<file path="src/rtl/conv_pkg.sv">
// Shared defaults, pixel/coefficient types and reset coefficient bank for the
// conv_mac multiply-accumulate stage.
package conv_pkg;

  localparam int PIXEL_W_DEF = 8;
  localparam int TAPS_N_DEF  = 10;
  localparam int COEFF_W_DEF = 8;
  localparam int SHIFT_DEF   = 4;

  typedef logic [PIXEL_W_DEF-1:0]        pixel_t;
  typedef logic signed [COEFF_W_DEF-1:0] coeff_t;
  typedef coeff_t [TAPS_N_DEF-1:0]       coeff_bank_t;

  // Centre tap holds 1.0 in the coefficient's fixed-point format, so a freshly
  // reset block passes the middle pixel straight through.
  function automatic int reset_coeff(input int tap, input int taps, input int shift);
    return (tap == taps / 2) ? (1 << shift) : 0;
  endfunction

  function automatic coeff_bank_t reset_bank();
    coeff_bank_t bank;
    for (int k = 0; k < TAPS_N_DEF; k++) begin
      bank[k] = coeff_t'(reset_coeff(k, TAPS_N_DEF, SHIFT_DEF));
    end
    return bank;
  endfunction

endpackage

</file>
<file path="src/rtl/conv_rnd_sat.sv">
// Combinational round-half-up, arithmetic shift and clamp of the accumulated
// sum into one unsigned output pixel.
module conv_rnd_sat #(
  parameter int ACC_W   = 21,
  parameter int SHIFT   = 4,
  parameter int PIXEL_W = 8
) (
  input  logic signed [ACC_W-1:0] acc,
  output logic [PIXEL_W-1:0]      pixel
);

  localparam int RND_EXP = (SHIFT > 0) ? SHIFT - 1 : 0;
  localparam int RND_I   = (SHIFT > 0) ? (1 << RND_EXP) : 0;
  localparam logic [ACC_W:0] RND = (ACC_W+1)'(RND_I);

  logic signed [ACC_W:0] rounded;
  logic signed [ACC_W:0] shifted;

  // One guard bit keeps the rounding add from wrapping at the top of the range.
  always_comb begin
    rounded = {acc[ACC_W-1], acc} + RND;
    shifted = rounded >>> SHIFT;
    if (shifted[ACC_W]) begin
      pixel = '0;
    end else if (|shifted[ACC_W-1:PIXEL_W]) begin
      pixel = '1;
    end else begin
      pixel = shifted[PIXEL_W-1:0];
    end
  end

endmodule

</file>
<file path="src/rtl/conv_mac.sv">
// Three-stage pipelined MAC: per-tap products, sum, then round/shift/saturate,
// with a shadow/active coefficient bank swapped only at start of frame.
module conv_mac
  import conv_pkg::*;
#(
  parameter int PIXEL_W = PIXEL_W_DEF,
  parameter int TAPS_N  = TAPS_N_DEF,
  parameter int COEFF_W = COEFF_W_DEF,
  parameter int SHIFT   = SHIFT_DEF
) (
  input  logic                          clk_i,
  input  logic                          rst_i,
  input  logic                          s_tvalid_i,
  input  logic [TAPS_N*PIXEL_W-1:0]     s_tdata_i,
  input  logic                          s_tuser_i,
  input  logic                          s_tlast_i,
  output logic                          s_tready_o,
  output logic                          m_tvalid_o,
  output logic [PIXEL_W-1:0]            m_tdata_o,
  output logic                          m_tuser_o,
  output logic                          m_tlast_o,
  input  logic                          m_tready_i,
  input  logic                          cfg_we_i,
  input  logic [$clog2(TAPS_N)-1:0]     cfg_addr_i,
  input  logic [COEFF_W-1:0]            cfg_data_i,
  input  logic                          cfg_commit_i,
  output logic                          cfg_pending_o
);

  localparam int PROD_W = PIXEL_W + COEFF_W + 1;
  localparam int ACC_W  = PROD_W + $clog2(TAPS_N);

  logic signed [COEFF_W-1:0] shadow [TAPS_N];
  logic signed [COEFF_W-1:0] active [TAPS_N];
  logic                      pending;

  logic                      v1, v2, v3;
  logic                      user1, last1, user2, last2;
  logic signed [PROD_W-1:0]  prod1     [TAPS_N];
  logic signed [PROD_W-1:0]  prod_next [TAPS_N];
  logic signed [ACC_W-1:0]   acc2;
  logic signed [ACC_W-1:0]   acc_next;
  logic [PIXEL_W-1:0]        result;

  logic ld1, ld2, ld3;
  logic accept;
  logic swap;

  // Each stage may advance when it is empty or the stage after it advances,
  // so bubbles collapse and s_tready_o only drops when every stage is stalled.
  always_comb begin
    ld3    = !v3 || m_tready_i;
    ld2    = !v2 || ld3;
    ld1    = !v1 || ld2;
    accept = s_tvalid_i && ld1;
    swap   = accept && s_tuser_i && pending;
  end

  assign s_tready_o    = ld1;
  assign m_tvalid_o    = v3;
  assign cfg_pending_o = pending;

  // The start-of-frame beat that applies a commit already uses the new bank.
  always_comb begin
    logic signed [PROD_W-1:0]  pix_ext;
    logic signed [PROD_W-1:0]  coeff_ext;
    logic signed [COEFF_W-1:0] coeff;
    for (int k = 0; k < TAPS_N; k++) begin
      pix_ext       = {{(PROD_W-PIXEL_W){1'b0}}, s_tdata_i[k*PIXEL_W +: PIXEL_W]};
      coeff         = swap ? shadow[k] : active[k];
      coeff_ext     = {{(PROD_W-COEFF_W){coeff[COEFF_W-1]}}, coeff};
      prod_next[k]  = pix_ext * coeff_ext;
    end
  end

  always_comb begin
    acc_next = '0;
    for (int k = 0; k < TAPS_N; k++) begin
      acc_next = acc_next + {{(ACC_W-PROD_W){prod1[k][PROD_W-1]}}, prod1[k]};
    end
  end

  conv_rnd_sat #(
    .ACC_W   (ACC_W),
    .SHIFT   (SHIFT),
    .PIXEL_W (PIXEL_W)
  ) u_rnd_sat (
    .acc   (acc2),
    .pixel (result)
  );

  always_ff @(posedge clk_i) begin
    if (rst_i) begin
      v1        <= 1'b0;
      v2        <= 1'b0;
      v3        <= 1'b0;
      user1     <= 1'b0;
      last1     <= 1'b0;
      user2     <= 1'b0;
      last2     <= 1'b0;
      acc2      <= '0;
      m_tdata_o <= '0;
      m_tuser_o <= 1'b0;
      m_tlast_o <= 1'b0;
      for (int k = 0; k < TAPS_N; k++) begin
        prod1[k] <= '0;
      end
    end else begin
      if (ld1) begin
        v1 <= s_tvalid_i;
        if (s_tvalid_i) begin
          user1 <= s_tuser_i;
          last1 <= s_tlast_i;
          for (int k = 0; k < TAPS_N; k++) begin
            prod1[k] <= prod_next[k];
          end
        end
      end
      if (ld2) begin
        v2 <= v1;
        if (v1) begin
          acc2  <= acc_next;
          user2 <= user1;
          last2 <= last1;
        end
      end
      if (ld3) begin
        v3 <= v2;
        if (v2) begin
          m_tdata_o <= result;
          m_tuser_o <= user2;
          m_tlast_o <= last2;
        end
      end
    end
  end

  // A commit that arrives while one is armed is absorbed; a write in the same
  // cycle as the commit lands in the shadow bank before any swap can happen.
  always_ff @(posedge clk_i) begin
    if (rst_i) begin
      pending <= 1'b0;
      for (int k = 0; k < TAPS_N; k++) begin
        shadow[k] <= COEFF_W'(reset_coeff(k, TAPS_N, SHIFT));
        active[k] <= COEFF_W'(reset_coeff(k, TAPS_N, SHIFT));
      end
    end else begin
      if (cfg_we_i && (int'(cfg_addr_i) < TAPS_N)) begin
        shadow[cfg_addr_i] <= cfg_data_i;
      end
      if (swap) begin
        pending <= 1'b0;
        for (int k = 0; k < TAPS_N; k++) begin
          active[k] <= shadow[k];
        end
      end else if (cfg_commit_i) begin
        pending <= 1'b1;
      end
    end
  end

endmodule
</file>
<file path="config.mk">
export PLATFORM = sky130hd
export DESIGN_NAME = conv_mac
export DESIGN_NICKNAME = d
export VERILOG_FILES = /design/src/rtl/conv_pkg.sv /design/src/rtl/conv_rnd_sat.sv /design/src/rtl/conv_mac.sv
export SDC_FILE = /design/constraint.sdc
export NUM_CORES = 2
export LEC_CHECK = 0
export ABC_AREA = 1
export CORE_MARGIN = 3
export CORE_UTILIZATION = 40
export DETAILED_ROUTE_END_ITERATION = 8
export HOLD_SLACK_MARGIN = 0.08
export PLACE_DENSITY = 0.66
export SETUP_SLACK_MARGIN = 0.05
export SYNTH_ARGS = -nofsm -noshare
export SYNTH_HDL_FRONTEND = slang
export SYNTH_SLANG_ARGS = --single-unit
</file>
<file path="constraint.sdc">
create_clock -name clk_i -period 8.9 [get_ports clk_i]
set_input_delay 1.78 -clock clk_i [delete_from_list [all_inputs] [get_ports clk_i]]
set_output_delay 1.78 -clock clk_i [all_outputs]
set_load 0.05 [all_outputs]
</file>
Word level (Yosys, flattened, before mapping)
Memories as Yosys holds them, arrays and structs flattened.
Index checks and enable logic that the tools add are counted.
{ "totals": {"register_bits": 39, "latchBits": 0, "mem_bits_rw": 330, "romBits": 0, "in_bits": 100, "output_inout_bits": 13, "wordCells": 119, "mem_count": 3} }
{ "classes": {"add_sub_neg": 10, "n_mul": 10, "div_mod_pow": 0, "order_cmp": 1, "eq_ne": 0, "shift": 0, "n_mux": 47, "bitwise": 20, "n_reduce_logical": 16} }
{ "mem_list": {"columns": ["memory", "depth", "word_bits", "read_ports", "rd_ports_with_merged_regs", "wr", "line_no", "rtl"], "rows": [
  ["prod1", 10, 17, 10, 0, 10, "conv_mac.sv:39", "logic signed [PROD_W-1:0] prod1 [TAPS_N];"],
  ["active", 10, 8, 10, 0, 10, "conv_mac.sv:34", "logic signed [COEFF_W-1:0] active [TAPS_N];"],
  ["shadow", 10, 8, 10, 0, 10, "conv_mac.sv:33", "logic signed [COEFF_W-1:0] shadow [TAPS_N];"]
]} }
{ "ops": {"columns": ["cell", "count"], "rows": [
  ["8-bit two-way mux", 23],
  ["9-bit by 8-bit multiplier with 17-bit output", 10],
  ["17-bit two-way mux", 10],
  ["21-bit adder", 5],
  ["21-bit by 5-bit adder with 22-bit output, second input constant", 1],
  ["20-bit by 17-bit adder with 21-bit output", 1],
  ["19-bit by 17-bit adder with 20-bit output", 1],
  ["1-bit bitwise OR", 20],
  ["18-bit by 17-bit adder with 19-bit output", 1],
  ["17-bit by 17-bit adder with 18-bit output", 1],
  ["1-bit two-way mux", 13],
  ["10-bit OR reduction", 1],
  ["8-bit OR reduction", 1],
  ["2-bit AND reduction", 3],
  ["1-bit logical AND", 4],
  ["4-bit less-than comparator, second input constant", 1],
  ["4-bit two-way mux", 1],
  ["1-bit logical NOT", 3],
  ["1-bit logical OR", 3],
  ["2-bit OR reduction", 1]
]} }

Depth between registers and ports, before layout
{ "depth": {"depth_word": 11, "mapped_depth": 34, "mapped_depth_nobuf": 32} }

Hierarchy
From an unflattened synthesis, not the netlist that was laid out.
{ "hier_totals": {"cells_unflattened": 4810, "area_unflattened_um2": 41512.3} }
{ "by_module_without_submodules": {"columns": ["mod", "n_inst", "cells_per_inst", "area_each_um2"], "rows": [
  ["conv_mac", 1, 4689, 40896.7],
  ["conv_rnd_sat", 1, 121, 615.6]
]} }

Worst setup path before layout
Ideal clock, no wire load.
{ "synth_path": {"kind": "input to register", "startpoint": "in m_tready_i", "endpoint": "mem prod1[8][16] (netlist name), data pin", "setup_ps": 253, "arrival_time_ps": 6692, "required_ps": 8647, "slack_ps": 1955, "path_stages": 30, "n_path_buf": 2, "path_cell_list": "inv_1 nand2_2 nor2_2 nand2_2 nand2_4 inv_2 nand3_4 inv_4 buf_6 buf_4 o21ai_2 nor2_1 fa_1 inv_1 fa_1 inv_1 fa_1 inv_1 fa_1 inv_1 ha_1 nand3_1 nand2_1 a21oi_1 o21ai_0 nand3_1 o21ai_0 nand2_1 nand2_1 nor2_1"} }
{ "synth_rtl": {"columns": ["item", "line_no", "rtl"], "rows": [
  ["from (decl)", "conv_mac.sv:22", "input logic m_tready_i,"],
  ["to (decl)", "conv_mac.sv:39", null]
]} }

==> out/results.txt <==
largest net degree at the start of global routing -> 171
critical path capture point type -> flop
DP Cell Count -> 5898
Starting Density -> 40.7%
Filler cells -> 9447
die height -> 324 µm
post_cts resized -> 0
vias per cell -> 4.95
actual slew at the worst max-slew pin -> 1.23 ns
Post-Synth Simple-Gate Area -> 15.1%
commonest non-fill, non-tap cell in the layout -> inv_1
unrepaired setup endpoints after global routing -> false
setup violators final -> 0
HP Start -> m_tdata_o[4]
Post-Syn Instances -> 4539
launch point of the worst reg-to-reg path -> m_tvalid_o
Hold Buf Count CTS -> 0
TritonCTS clock tree -> yes
DRT iter0 DRCs -> 2255
VDD IR max -> 0.00120 V
clock root buffer master -> clkbuf_16
Critical-path top delay cell -> fa_1
Die Wd -> 324 µm
FF-to-FF path depth -> 29
min-delay worst type -> flop to flop
synthesized flop and latch total -> 366
H-tree depth -> 2
largest family of logic cells by synthesized area -> adder cells
initial antenna violation count -> 3
Area contributors post-synth -> fa_1 25%, edfxtp_1 25%, ha_1 14%
cell area after synthesis -> 40300 µm²
Synth top area share -> 25.3%
fin. max-slew vios -> 0
Total Routed Length -> 102000 µm
Routed Antenna Nets -> 0
post-synthesis compound-gate area fraction -> 7.73%
Tcrit/Tclk final -> 80.4%
Area growth syn-to-layout -> 10.1%
port bufs -> 112
library cells used by synthesis -> 45
PD cells -> 370 nW/µm²
# clock sinks -> 366
yosys warns -> 0
leak pwr -> 22.1 nW
Clock Latency Late Sink -> 0.61 ns
Reg-to-Reg End -> prod1[1][16]
Hold Fails Final Rpt -> 0
critical path class -> input port to flop
Final HPWL DP -> 81100 µm
filler-free cell count of the finished design -> 5978
XOR/XNOR share of the synthesized area -> 0.738%
slowest stage delay, CP -> 0.55 ns
number of global-route vias before repair -> 30300
Layout Skew -> 0.0391 ns
Core Area -> 99100 µm²
CP Max Fanout -> 90
mux cell area share after synthesis -> 0%
Placer Congestion -> 0.936
setup_tns -> 0 ns
total congestion overflow -> 0
CTS Buf Count -> 44
Syn Area/Cell -> 8.89 µm²
Worst-path clk slew -> 0.06 ns
Seq/Total Area, Yosys -> 26.4%
CTS max path bufs -> 3
Tmin final -> 7.16 ns
IO Pins -> 113
router iterations before antenna repair -> 5
Total GRT Usage -> 19.9%
share of layout cells above drive strength 1 -> 4.95%
CP Data Required Time -> 9.18 ns
post-synthesis net count -> 5601
hold path depth -> 2
adder-cell share of the synthesized area -> 39.3%
Synth area leader -> fa_1
status -> finished, final reports clean
remaining routing DRC violations -> 0
Cell Rows -> 115
r2r setup slk -> 3.09 ns
Peak Freq -> 140 MHz
DIE AREA -> 105000 µm²
per-cell routed wire length -> 17.0 µm
max_cap viols -> 0
slew margin rel. -> 17.8%
Nets -> 5719
Critical Path Most Common Cell -> inv_1
n_diodes -> 0
CP arrival -> 7.44 ns
crit path launch type -> input port
critical path startpoint -> m_tready_i
most frequent cells in the layout -> 1027 x inv_1, 785 x nor2_1, 525 x nand2_1, 509 x fa_1, 453 x ha_1
number of setup buffers added after CTS -> 0
Worst Hold End -> m_tdata_o[4]
first-pass GRT wire length -> 164000 µm
vias after detailed routing -> 29600
## critical path, delay by kind of cell
family | cells | cell delay, ns
AOI/OAI and AO/OA | 3 | 0.63
adders and majority gates | 5 | 2.39
buffers and inverters | 9 | 1.15
and+or+nand+nor | 12 | 1.33
## synthesized netlist by cell type (all sizes together)
library cell,number
clkinv,2
xnor2,4
edfxtp,330
a21o,8
a211oi,5
nand3,73
nor2,790
o21ai,234
dfxtp,36
nand2,530
nor3,36
fa,509
clkbuf,31
o22ai,1
or2,64
o21bai,17
xor2,30
o211ai,2
buf,28
nand4,17
ha,453
a21oi,238
o21a,16
inv,1074
nand2b,1
nor4,1
o31ai,3
a31oi,6
## worst max-delay path by stage
stage,endpoint,cells after the start
final,prod1[6][15],29
after global routing,prod1[6][16],30
after CTS,prod1[6][15],29
after detailed placement,prod1[6][15],29
after global placement,prod1[6][15],29
after floorplan,prod1[8][16],30
## cells by family after synthesis
logic type / after synthesis
AOI/OAI and AO/OA: 530
xor gates and xnor gates: 34
and+or+nand+nor: 1512
DFF: 366
adders and majority gates: 962
buffers and inverters: 1135
## per-stage QoR
| step | total power [mW] | cell area [µm²] | hold slack (ns) | util, % | setup WS (ns) |
|---|---|---|---|---|---|
| 2_1_floorplan | 11.2 | 40300 | 0.440 | - | 1.96 |
| 3_3_place_gp | 14.1 | 43000 | 0.455 | 43.3 | 1.29 |
| 3_5_place_dp | 14.3 | 43000 | 0.456 | 43.3 | 1.22 |
| 4_1_cts | 16.2 | 44400 | 0.465 | 44.8 | 1.85 |
| 5_1_grt | 18.2 | 44400 | 0.487 | 44.8 | 1.30 |
| 6_report | 16.4 | 44400 | 0.466 | 44.8 | 1.74 |
## per-layer routing
metal | GRT usage [%] | vias to the layer above | share of wire (%)
li1 | - | 14300 | -
met1 | 26.8 | 14500 | 44
met2 | 34.4 | 740 | 49
met3 | 3.04 | 110 | 5.6
met4 | 3.84 | 2 | 1.8
met5 | 0 | - | 0.015
## power by group
part	internal, mW	leakage, nW	total, mW	switching, mW
logic	4.44	17.6	12.3	7.84
registers	2.15	3.77	2.30	0.148
clock network	1.08	0.699	1.86	0.782
total	7.67	22.1	16.4	8.77
## state kept, by name, summed over array words and instances (netlist names), 8 cells and up
| name | cells |
|---|---|
| prod1 | 170 |
| active | 80 |
| shadow | 80 |
| acc2 | 18 |
| m_tdata_o | 8 |
## layout make-up
type / instances / area [µm²] / share of cell area (%)
multi-input combinational: 3038 / 25400 / 57.1
sequential: 366 / 10600 / 23.9
inverter: 1076 / 4040 / 9.10
tap: 1287 / 1610 / 3.62
timing repair buffer: 131 / 1310 / 2.95
clock buffer: 55 / 1150 / 2.59
clock inverter: 25 / 308 / 0.693
Note: power is estimated with default switching activity, not from simulation.
